===== src/rtl/complement_to_signmag.sv =====
`default_nettype none
// ============================================================================
//  Module      : complement_to_signmag
//  Description : Serial two's-complement to sign-magnitude converter.
//                An operand is accepted in IDLE, converted LSB first at
//                one bit per cycle in SHIFT, and the result is held in
//                DONE until the consumer takes it.
//  Ports       :
//     clk        - clock, all state updates on the rising edge
//     rst_n      - asynchronous active-low reset
//     in_valid   - operand present
//     in_ready   - block accepts an operand this cycle (IDLE)
//     operand    - WIDTH-bit two's-complement input
//     out_valid  - result held on sign/magnitude/min_neg (DONE)
//     out_ready  - consumer takes the result
//     sign       - result sign, 1 = negative
//     magnitude  - WIDTH-bit unsigned absolute value
//     min_neg    - operand was the most-negative value
//     busy       - FSM is not in IDLE
//  Revision    : 1.0 - initial release
// ============================================================================
module complement_to_signmag #(
   parameter int WIDTH = 32
) (
   input  logic             clk,
   input  logic             rst_n,
   input  logic             in_valid,
   output logic             in_ready,
   input  logic [WIDTH-1:0] operand,
   output logic             out_valid,
   input  logic             out_ready,
   output logic             sign,
   output logic [WIDTH-1:0] magnitude,
   output logic             min_neg,
   output logic             busy
);

   // Counter must reach WIDTH itself: the edge after the last bit registers
   // min_neg and moves to DONE, giving out_valid WIDTH+1 edges after accept.
   localparam int              CW         = $clog2(WIDTH + 1);
   localparam logic [CW-1:0]   c_cnt_last = CW'(WIDTH);
   localparam logic [WIDTH-1:0] c_min_neg = {1'b1, {(WIDTH-1){1'b0}}};

   typedef enum logic [1:0] {
      IDLE  = 2'd0,
      SHIFT = 2'd1,
      DONE  = 2'd2
   } state_t;

   state_t           r_state;
   state_t           w_next;

   logic [WIDTH-1:0] r_shift;
   logic [WIDTH-1:0] r_mag;
   logic             r_sign;
   logic             r_seen_one;
   logic             r_min_neg;
   logic [CW-1:0]    r_cnt;

   logic             w_accept;
   logic             w_shift_done;
   logic             w_bit;
   logic             w_res_bit;

   assign w_accept     = (r_state == IDLE) && in_valid;
   assign w_shift_done = (r_state == SHIFT) && (r_cnt == c_cnt_last);
   assign w_bit        = r_shift[0];
   // Two's-complement negation done serially: copy bits up to and including
   // the first 1, invert every bit after it. Positive operands pass unchanged.
   assign w_res_bit    = (r_sign && r_seen_one) ? ~w_bit : w_bit;

   assign sign      = r_sign;
   assign magnitude = r_mag;
   assign min_neg   = r_min_neg;

   // ------------------------------------------------------------------ FSM
   always_ff @(posedge clk or negedge rst_n) begin
      if (!rst_n) begin
         r_state <= IDLE;
      end else begin
         r_state <= w_next;
      end
   end

   always_comb begin
      w_next    = r_state;
      in_ready  = 1'b0;
      out_valid = 1'b0;
      busy      = 1'b0;
      case (r_state)
         IDLE: begin
            in_ready = 1'b1;
            if (in_valid) begin
               w_next = SHIFT;
            end
         end
         SHIFT: begin
            busy = 1'b1;
            if (w_shift_done) begin
               w_next = DONE;
            end
         end
         DONE: begin
            busy      = 1'b1;
            out_valid = 1'b1;
            if (out_ready) begin
               w_next = IDLE;
            end
         end
         default: begin
            w_next = IDLE;
         end
      endcase
   end

   // ------------------------------------------------------------- datapath
   always_ff @(posedge clk or negedge rst_n) begin
      if (!rst_n) begin
         r_shift    <= '0;
         r_mag      <= '0;
         r_sign     <= 1'b0;
         r_seen_one <= 1'b0;
         r_min_neg  <= 1'b0;
         r_cnt      <= '0;
      end else if (w_accept) begin
         r_shift    <= operand;
         r_mag      <= '0;
         r_sign     <= operand[WIDTH-1];
         r_seen_one <= 1'b0;
         r_min_neg  <= 1'b0;
         r_cnt      <= '0;
      end else if (r_state == SHIFT) begin
         if (!w_shift_done) begin
            // Result bits enter at the MSB so that after WIDTH shifts
            // the first-processed (LSB) bit sits at position 0.
            r_mag      <= {w_res_bit, r_mag[WIDTH-1:1]};
            r_shift    <= {1'b0, r_shift[WIDTH-1:1]};
            r_seen_one <= r_seen_one | w_bit;
            r_cnt      <= r_cnt + CW'(1);
         end else begin
            r_min_neg  <= r_sign && (r_mag == c_min_neg);
         end
      end
   end

endmodule
`default_nettype wire


===== config.mk =====
export PLATFORM = sky130hd
export DESIGN_NAME = complement_to_signmag
export DESIGN_NICKNAME = d
export VERILOG_FILES = /design/src/rtl/complement_to_signmag.sv
export SDC_FILE = /design/constraint.sdc
export NUM_CORES = 1
export LEC_CHECK = 0
export ABC_AREA = 1
export CORE_ASPECT_RATIO = 1.25
export CORE_MARGIN = 2
export CORE_UTILIZATION = 55
export DETAILED_ROUTE_END_ITERATION = 7
export GPL_ROUTABILITY_DRIVEN = 0
export PLACE_DENSITY = 0.91
export SYNTH_ARGS = -nofsm -noshare
export SYNTH_HDL_FRONTEND = slang
export SYNTH_SLANG_ARGS = --single-unit

===== constraint.sdc =====
create_clock -name clk -period 2.49 [get_ports clk]
set_input_delay 0.747 -clock clk [delete_from_list [all_inputs] [get_ports clk]]
set_output_delay 0.747 -clock clk [all_outputs]
set_load 0.05 [all_outputs]

==> qor.txt <==
STATUS
------------------------------------------------------------------------------
Run status ...................................................... finished, final reports clean

CLOCK TREE
------------------------------------------------------------------------------
Post-CTS setup repair buffer count ..............................            0
Clk slew on worst S/H paths .....................................      0.08 ns
H-tree depth reported by CTS ....................................            3
Root Driver ..................................................... sky130_fd_sc_hd__clkbuf_8
Cts-stage hold buffer count .....................................            0
Worst-skew pair later-pin latency ...............................      0.34 ns
TritonCTS clock tree ............................................          yes
Cts bufs inserted ...............................................            9
Clock sink total ................................................           75
Number of gates resized after cts ...............................            0
Number of buffers between clock root and the deepest sink .......            2

YOSYS
------------------------------------------------------------------------------
Number of synthesized flops with an enable pin ..................            0
Post-synthesis cell count .......................................          419
Area share of the largest cell type after synthesis .............        0.535
Top cells by area, synth ........................................ sky130_fd_sc_hd__dfrtp_1 (54%), sky130_fd_sc_hd__nand2_1 (15%), sky130_fd_sc_hd__nand3_1 (15%)
Number of nets produced by synthesis ............................          461
Top cell type by total area after synthesis ..................... sky130_fd_sc_hd__dfrtp_1
Synthesized area per cell .......................................     8.37 um2
Flip-flop and latch count after synthesis .......................           75
Library cell with the highest instance count after synthesis .... sky130_fd_sc_hd__nand2_1
Post-synth ARST share ...........................................         1.00
Post-Syn Area ...................................................  0.00351 mm2
Most instantiated flip-flop cell in the synthesis netlist ....... sky130_fd_sc_hd__dfrtp_1
Unique masters post-synth .......................................           24
Count of warnings emitted by yosys ..............................            0
Leading post-synthesis cells by instance count .................. sky130_fd_sc_hd__nand2_1 (140), sky130_fd_sc_hd__nand3_1 (103), sky130_fd_sc_hd__dfrtp_1 (75)
Share of synthesized area occupied by flip-flops and latches ....        0.535

FINISH
------------------------------------------------------------------------------
Final design instance area without fill .........................  0.00447 mm2
N_diodes ........................................................            0
Layout overhead on the synthesized area .........................        27.4%
Layout cells sized above 1 ......................................       0.0694
Count of filler cells inserted in the layout ....................          488
Total Nets Final ................................................          527
Final design utilization ........................................        0.725

CRITICAL PATH
------------------------------------------------------------------------------
Cell chain of the critical path ................................. clkdlybuf4s50_1
Destination of the worst register-to-register timing path .......   r_shift[7]
Critical path's largest stage delay .............................      0.83 ns
Startpoint type of the worst setup path .........................    flip-flop
R2r startpoint ..................................................     r_cnt[0]
Arrival time at the worst endpoint ..............................      1.58 ns
Number of logic stages on the critical path including buffering .            1
Worst Setup Path Type ........................................... flip-flop to output port
Worst path buffer plus inverter count ...........................            1
Worst Reg-to-Reg Cells ..........................................            8
Data required, critical path ....................................      1.74 ns
Crit path max-delay family ...................................... buffers and inverters
Critical-path cell with the highest stage delay ................. sky130_fd_sc_hd__clkdlybuf4s50_1
Crit path max fanout ............................................            4
Worst setup slack for register-to-register paths ................      0.62 ns
Critical path endpoint category .................................  output port

DETAILED ROUTING
------------------------------------------------------------------------------
Vias after detailed routing .....................................        3,023
First-pass iteration count of the detailed router ...............            5
Number of nets with antenna violations after routing ............            0
DRC viols .......................................................            0
Routed length per placed instance ...............................      13.6 um
Total detailed-routing wirelength ...............................      7830 um
Vias per inst ...................................................         5.26
Initial DRC Count ...............................................          361

DIE
------------------------------------------------------------------------------
Core box area ...................................................  0.00617 mm2
I/O pin count ...................................................           73
Row cnt .........................................................           32
Area of the die .................................................  0.00704 mm2
Die width .......................................................      75.4 um
Vert. Die Dim ...................................................      93.3 um
Starting Density ................................................        0.569

PWR
------------------------------------------------------------------------------
Power density over the cells ....................................  1030 mW/mm2
Worst IR Drop VDD ...............................................       824 uV
Internal Pwr Total ..............................................    0.00270 W
Fraction of power consumed by combinational cells ...............        0.396
Portion of total power attributed to sequential cells ...........        0.378
Sw frac .........................................................        0.414
Proportion of power drawn by the clock network ..................        0.226
Switching pwr ...................................................    0.00191 W
Standby leakage power ...........................................      2.20 nW

WORST HOLD PATH
------------------------------------------------------------------------------
Hold Crit Class ................................................. primary input to async pin

STA
------------------------------------------------------------------------------
Transition time at the pin with the least slew margin ...........     0.545 ns
Pins over their slew limit ......................................            0
Slew margin rel. ................................................        0.635
Skew final ......................................................   0.00918 ns
Setup repair after global routing missed its margin .............           no
Ratio of final minimum period to clock period ...................        0.936
Hold Fails Final Rpt ............................................            0
Setup TNS after final layout ....................................         0 ns
F_max ...........................................................      429 MHz
Shortest period the worst path allows ...........................      2.33 ns
Number of setup violations in the final report ..................            0

PLACED DESIGN
------------------------------------------------------------------------------
Number of input and output port buffers inserted ................           72
Placed cell areas ...............................................  0.00424 mm2
Hpwl dp .........................................................      5050 um

GLOBAL ROUTING
------------------------------------------------------------------------------
First-pass GRT wire length ......................................    12,600 um
Maximum number of pins on one net before global-route repair ....           62
All-layer global routing usage ..................................        0.233
Vias in the first global route ..................................        2,778
Remaining global-route overflow .................................            0
Initial antenna violation count .................................            0

JOB
------------------------------------------------------------------------------
Max-cap viol count ..............................................            0

state kept, by name, summed over array words and instances, names as in the netlist:
name        flops
magnitude      32
r_shift        32
r_cnt           6
r_state         2
min_neg         1
r_seen_one      1
sign            1
cell families after synthesis:
group / synth area share
AOI/OAI and AO/OA: 0.0271
xor gates and xnor gates: 0.00749
adders and majority gates: 0.0214
buffers and inverters: 0.0710
DFF: 0.535
and+or+nand+nor: 0.338
final cells by class:
cell class	instances	area, um2	share of cell area
timing repair buffer	79	788	0.176
clock buffer	10	138	0.0308
multi-input combinational	298	1380	0.310
inverter	22	87.6	0.0196
sequential	75	1880	0.420
clock inverter	6	88.8	0.0199
tap	85	106	0.0238
metrics by stage:
stage          hold WS [ns]  setup slack (ns)  power (W)  cells
6_report              0.337             0.160    0.00462    575
5_1_grt               0.346            0.0985    0.00490    575
4_1_cts               0.330             0.142    0.00465    575
3_5_place_dp          0.476             0.369    0.00357    559
3_3_place_gp          0.466             0.417    0.00351    559
2_1_floorplan         0.451             0.658    0.00320    419
cells in the final DEF, fill, tap and decap left out, types with 2 or more instances in the layout:
cell and count:
sky130_fd_sc_hd__xor2_1 3, sky130_fd_sc_hd__inv_1 19, sky130_fd_sc_hd__ha_1 6, sky130_fd_sc_hd__clkdlybuf4s50_1 68, sky130_fd_sc_hd__buf_4 9, sky130_fd_sc_hd__clkbuf_8 10
sky130_fd_sc_hd__o21ai_0 11, sky130_fd_sc_hd__clkinvlp_4 2, sky130_fd_sc_hd__nor2_1 21, sky130_fd_sc_hd__dfrtp_1 75, sky130_fd_sc_hd__buf_12 2, sky130_fd_sc_hd__nand2_1 139
sky130_fd_sc_hd__nand4_1 5, sky130_fd_sc_hd__bufinv_16 2, sky130_fd_sc_hd__a21oi_1 2, sky130_fd_sc_hd__nand3_1 103
power by group through the flow:
stage          logic, W  registers [W]  clock network [W]
3_5_place_dp    0.00181        0.00176                  0
6_report        0.00183        0.00175            0.00104
2_1_floorplan   0.00135        0.00185                  0
4_1_cts         0.00185        0.00174            0.00106
3_3_place_gp    0.00177        0.00174                  0
5_1_grt         0.00202        0.00178            0.00111
worst max-delay path by stage:
stage                     to  slack (ns)           from
4_1_cts        magnitude[27]        0.14  magnitude[27]
5_1_grt        magnitude[27]         0.1  magnitude[27]
3_3_place_gp         min_neg        0.42       in_valid
2_1_floorplan   magnitude[1]        0.66     r_state[0]
3_5_place_dp   magnitude[31]        0.37       in_valid
6_report       magnitude[27]        0.16  magnitude[27]
routing by layer:
metal | GRT usage | wire, um | up-vias
li1 | - | - | 1490
met1 | 0.309 | 3380 | 1428
met2 | 0.363 | 3820 | 97
met3 | 0.0625 | 513 | 8
met4 | 0.0848 | 117 | 0
met5 | 0 | 0 | -
No activity file was read; power rests on OpenSTA's default activity.
